===== src/rtl/mcp3008_spi_responder.sv =====
// MCP3008-style SPI target (mode 0,0): decodes the start, SGL/DIFF and D2..D0 bits, then shifts a null bit and B9..B0 out on MISO.
// Latency: each SCLK/CS edge takes effect SYNC_STAGES+1 clk later; conv_data is captured on the clk after the conv_req pulse.
// Backpressure: none. The SPI controller sets the pace, and the local source must present conv_data on the cycle after conv_req.
//
// Ports:
//   clk, rst_n                  system clock, asynchronous active-low reset
//   spi_cs_n, spi_clk, spi_mosi asynchronous SPI inputs from the controller
//   spi_miso, spi_miso_oe       response bit and pad enable (enable is high while selected)
//   conv_req                    one-clk request for a sample
//   conv_channel, conv_single   last decoded command
//   conv_data                   sample from the local source
//   xfer_done                   one-clk pulse when B0 has been driven
module mcp3008_spi_responder #(
    parameter int ADC_BITS    = 10,
    parameter int SYNC_STAGES = 2
) (
    input  logic                clk,
    input  logic                rst_n,
    input  logic                spi_cs_n,
    input  logic                spi_clk,
    input  logic                spi_mosi,
    output logic                spi_miso,
    output logic                spi_miso_oe,
    output logic                conv_req,
    output logic [2:0]          conv_channel,
    output logic                conv_single,
    input  logic [ADC_BITS-1:0] conv_data,
    output logic                xfer_done
);

    localparam int CW = $clog2(ADC_BITS + 2);

    typedef enum logic [2:0] {
        IDLE,
        WAIT_START,
        CONFIG,
        SAMPLE,
        CAPTURE,
        SHIFT,
        TAIL
    } state_t;

    state_t              state;
    logic [CW-1:0]       bitcnt;
    logic [ADC_BITS-1:0] shreg;

    // The synchronizers reset to the bus idle levels, so leaving reset does not
    // fabricate an SCLK or CS edge.
    logic [SYNC_STAGES-1:0] sclk_sync;
    logic [SYNC_STAGES-1:0] cs_sync;
    logic [SYNC_STAGES-1:0] mosi_sync;
    logic                   sclk_q;
    logic                   cs_q;

    always_ff @(posedge clk or negedge rst_n) begin
        if (!rst_n) begin
            sclk_sync <= '0;
            cs_sync   <= '1;
            mosi_sync <= '0;
            sclk_q    <= 1'b0;
            cs_q      <= 1'b1;
        end else begin
            sclk_sync <= {sclk_sync[SYNC_STAGES-2:0], spi_clk};
            cs_sync   <= {cs_sync[SYNC_STAGES-2:0], spi_cs_n};
            mosi_sync <= {mosi_sync[SYNC_STAGES-2:0], spi_mosi};
            sclk_q    <= sclk_sync[SYNC_STAGES-1];
            cs_q      <= cs_sync[SYNC_STAGES-1];
        end
    end

    logic sclk_s, cs_s, mosi_s;
    logic rise, fall, cs_rise, cs_fall;

    assign sclk_s  = sclk_sync[SYNC_STAGES-1];
    assign cs_s    = cs_sync[SYNC_STAGES-1];
    // MOSI goes through the same number of stages as SCLK, so it stays aligned with the rise strobe.
    assign mosi_s  = mosi_sync[SYNC_STAGES-1];
    assign rise    = sclk_s & ~sclk_q;
    assign fall    = ~sclk_s & sclk_q;
    assign cs_rise = cs_s & ~cs_q;
    assign cs_fall = ~cs_s & cs_q;

    always_ff @(posedge clk or negedge rst_n) begin
        if (!rst_n) begin
            state        <= IDLE;
            bitcnt       <= '0;
            shreg        <= '0;
            spi_miso     <= 1'b0;
            spi_miso_oe  <= 1'b0;
            conv_req     <= 1'b0;
            conv_channel <= 3'd0;
            conv_single  <= 1'b0;
            xfer_done    <= 1'b0;
        end else begin
            conv_req  <= 1'b0;
            xfer_done <= 1'b0;
            if (cs_rise) begin
                // Deselect aborts from any state. This takes priority over an SCLK
                // edge in the same cycle. The decoded command is kept.
                state       <= IDLE;
                spi_miso    <= 1'b0;
                spi_miso_oe <= 1'b0;
            end else begin
                case (state)
                    IDLE: begin
                        spi_miso <= 1'b0;
                        if (cs_fall) begin
                            state       <= WAIT_START;
                            spi_miso_oe <= 1'b1;
                        end
                    end
                    WAIT_START: begin
                        if (rise && mosi_s) begin
                            state  <= CONFIG;
                            bitcnt <= '0;
                        end
                    end
                    CONFIG: begin
                        if (rise) begin
                            // The first bit is SGL/DIFF. The next three shift in as D2..D0.
                            if (bitcnt == '0) begin
                                conv_single <= mosi_s;
                            end else begin
                                conv_channel <= {conv_channel[1:0], mosi_s};
                            end
                            bitcnt <= bitcnt + CW'(1);
                            if (bitcnt == CW'(3)) begin
                                state <= SAMPLE;
                            end
                        end
                    end
                    SAMPLE: begin
                        if (rise) begin
                            conv_req <= 1'b1;
                            state    <= CAPTURE;
                        end
                    end
                    CAPTURE: begin
                        shreg  <= conv_data;
                        bitcnt <= '0;
                        state  <= SHIFT;
                    end
                    SHIFT: begin
                        if (fall) begin
                            // Count 0 is the null bit. Counts 1..ADC_BITS shift out the data MSB first.
                            if (bitcnt == '0) begin
                                spi_miso <= 1'b0;
                            end else begin
                                spi_miso <= shreg[ADC_BITS-1];
                                shreg    <= {shreg[ADC_BITS-2:0], 1'b0};
                            end
                            bitcnt <= bitcnt + CW'(1);
                            if (bitcnt == CW'(ADC_BITS)) begin
                                xfer_done <= 1'b1;
                                state     <= TAIL;
                            end
                        end
                    end
                    TAIL: begin
                        if (fall) begin
                            spi_miso <= 1'b0;
                        end
                    end
                    default: begin
                        state <= IDLE;
                    end
                endcase
            end
        end
    end

endmodule


===== config.mk =====
export PLATFORM = sky130hd
export DESIGN_NAME = mcp3008_spi_responder
export DESIGN_NICKNAME = d
export VERILOG_FILES = /design/src/rtl/mcp3008_spi_responder.sv
export SDC_FILE = /design/constraint.sdc
export NUM_CORES = 1
export LEC_CHECK = 0
export BUFFER_PORTS_ARGS = -buffer_cell sky130_fd_sc_hd__buf_2
export CAP_MARGIN = 40
export CORE_MARGIN = 2
export CORE_UTILIZATION = 50
export CTS_CLUSTER_DIAMETER = 40
export CTS_CLUSTER_SIZE = 24
export DETAILED_ROUTE_END_ITERATION = 6
export PLACE_DENSITY = 0.71
export SETUP_SLACK_MARGIN = 0.5
export SLEW_MARGIN = 20
export SYNTH_ARGS = -nofsm -noshare
export SYNTH_HDL_FRONTEND = slang
export SYNTH_SLANG_ARGS = --single-unit

===== constraint.sdc =====
create_clock -name clk -period 2.6 [get_ports clk]
set_input_delay 0.52 -clock clk [delete_from_list [all_inputs] [get_ports clk]]
set_output_delay 0.52 -clock clk [all_outputs]
set_load 0.005 [all_outputs]

==> metrics.yaml <==
worst_setup_path:
  cp.required_ns: 2.79
  cp_max_fo: 5
  end_kind: "flip-flop"
  regToRegStartpoint: "bitcnt[0]$_DFFE_PN0P_"
  crit_type: "flip-flop to flip-flop"
  cp.arrival_ns: 2.31
  startpoint_type: "flip-flop"
  timing.critical_path.from: "bitcnt[0]$_DFFE_PN0P_"
die:
  initial_core_util_pct: 51.3
  die_h_um: 62.1
  boundaryPins: 23
  die_area_um2: 3850
  row_count: 21
  die_x_um: 62.1
  coreArea_um2: 3280
synth:
  synthSimpleGateAreaFrac_pct: 15.1
  synth.area.mux_share_pct: 10.6
  synth_compound_area_share_pct: 16.0
  synthTopCellsByArea: "dfrtp_1 45%, mux2i_1 5.9%, dfstp_2 4.7%"
  synth_top_area_share_pct: 44.5
  synth_top_area_cell: "dfrtp_1"
  synth_top_family_by_area: "compound AO/OA/AOI/OAI gates"
  async_reset_ff_share_pct: 100
  synthAdderAreaFrac_pct: 3.71
  ys_warn_count: 0
  ys_seq_area_share_pct: 49.2
  synthFlopType: "dfrtp_1"
  synthesis.nets: 171
  synth_cells: 151
  synth_edf_count: 0
  synthXorXnorAreaFrac_pct: 0
  synth_cell_types: 42
  synth_most_common_cell: "dfrtp_1"
  syn-cell-area_um2: 1690
  yosys-top-cells-count: "30 x dfrtp_1, 13 x a21oi_1, 10 x mux2i_1"
  avgSynthCellArea_um2: 11.2
  ys_ff_latch: 33
sta:
  timing.final.hold_violations: 0
  drv_slew: 0
  fin_crit_sh_pct: 81.7
  maxSlewHeadroom_pct: 53.2
  rsz0062_at_grt: "yes"
  tns_ns: 0
  max_freq_mhz: 471
  finClkSkew_ns: 0.00716
  min_period_ns: 2.12
  setup_viol: 0
  worst_pin_slew_ns: 0.702
  timing.hold.ws_ns: 0.232
route:
  ant_nets: 0
  drt-initial-drc-count: 105
  drt_first_pass_iters: 4
  wire_per_inst_um: 15.3
  vias: 1362
  wl_um: 3570
  remaining_drc_errors: 0
  via_per_inst: 5.85
pwr:
  p_leak_nw: 0.948
  power_density_nw_per_um2: 1020
  peakVddDrop_uv: 461
  power.total_mw: 2.05
global_routing:
  grt_pass1_vias: 1210
  groute.usage.overall_pct: 20.2
  grt_pass1_wl_um: 5450
  grt-ovfl-total: 0
  antenna_found_initial: 0
  grt_max_degree: 34
finish:
  register_area_um2: 832
  multiInputGateArea_um2: 818
  fin_nets: 206
  fillerInstances: 278
  syn_to_final_growth_pct: 19.2
  final_cell_area_um2: 2010
  drive_gt1_share_pct: 36.4
  n_antenna_cell: 0
worst_hold_path:
  hp-class: "input port to asynchronous set/reset pin"
outcome:
  status: "finished, final reports clean"
place:
  gp_congestion: 0.905
  port_buffers: 22
  dpl_cell_area_um2: 1840
  hpwl_um: 2380
clocking:
  cts_made_buffers: 5
  cts.sinks: 33
  holdBufCountCts: 0
  cts_root_buffer: "clkbuf_4"
  htree_levels: 2
  cts_tree: "built"
  cts_buffer_depth: 2
  clkTransAtPathRegs_ns: 0.09
  clk_latency_ns: 0.33
run:
  maxCapViolations: 0
==> critical path, cell delays in order, from the launching register on <==
cell and delay [ns]:
dfrtp_1 0.36, ha_2 0.18, or3b_1 0.36, a32o_2 0.29
buf_4 0.16, nor4_1 0.55, a2111oi_4 0.08
==> path summary, 6_finish.rpt <==
check / end / slack (ns) / depth (start not counted)
hold / removal: conv_req$_DFF_PN0_ / 0.23 / 1
max in group asynchronous: state[0]$_DFFE_PN0P_ / 1.89 / 1
hold reg to reg: sclk_sync[1]$_DFF_PN0_ / 0.36 / 0
min in group clk: cs_sync[0]$_DFF_PN1_ / 0.28 / 1
setup reg to reg: state[0]$_DFFE_PN0P_ / 0.48 / 6
setup / recovery: state[0]$_DFFE_PN0P_ / 0.48 / 6
==> routing by layer <==
metal  share of wire, %  up-vias  track usage (%)
met5                  0        -                0
met4                2.0        0             7.90
met3                5.4       11             7.66
met2                 52       54             32.9
met1                 41      664             24.0
li1                   -      633                -
==> flip-flops by register name (all words and copies together), names as in the netlist <==
| signal | count |
|---|---|
| shreg | 10 |
| bitcnt | 4 |
| conv_channel | 3 |
| state | 3 |
| cs_sync | 2 |
| mosi_sync | 2 |
| sclk_sync | 2 |
| conv_req | 1 |
| conv_single | 1 |
| cs_q | 1 |
| sclk_q | 1 |
| spi_miso | 1 |
| spi_miso_oe | 1 |
| xfer_done | 1 |
==> metrics by stage <==
stage	utilization, %	worst slack (ns)	std cells
floorplan	-	0.616	151
global placement	55.9	0.450	216
detailed placement	56.1	0.359	217
CTS	59.5	0.501	229
global route	61.2	0.437	233
finish	61.2	0.475	233
==> power by group <==
group          internal (mW)  switching (mW)  leakage, nW  total (mW)
sequential             0.653           0.104        0.395       0.757
clock                  0.133           0.160       0.0326       0.293
combinational          0.473           0.525        0.520       0.998
==> cells by family (layout without fill, tap and decap cells) <==
family          count (synthesis)  in the layout
compound gates                 40             40
flops                          33             33
fa+ha+maj                       5              5
simple gates                   40             40
mux                            17             17
buf+inv                        16             52
==> final cells by class <==
type	instances	share of cell area (%)
Sequential cell	33	41.4
Timing Repair Buffer	36	10.6
Inverter	8	1.49
Clock buffer	8	2.93
Tap cell	46	2.86
Multi-Input combinational cell	102	40.7
==> what timing repair did <==
action	CTS	global route
gates resized for setup	6	3
hold endpoints to repair	0	0
endpoints found under the setup margin	5	5
setup buffers	4	4
pin swaps	1	1
==> layout by cell type, fill, tap and decap left out, drive strengths merged, types with 3 or more instances in the layout <==
cell type / count
buf: 35
dfrtp: 30
a21oi: 13
mux2i: 10
a31oi: 9
clkbuf: 9
inv: 8
nand2: 7
mux2: 7
nor2: 5
o21ai: 5
ha: 5
nor4: 4
nor4b: 4
nand2b: 3
dfstp: 3
o41ai: 3
(Power assumes the default switching activity.)
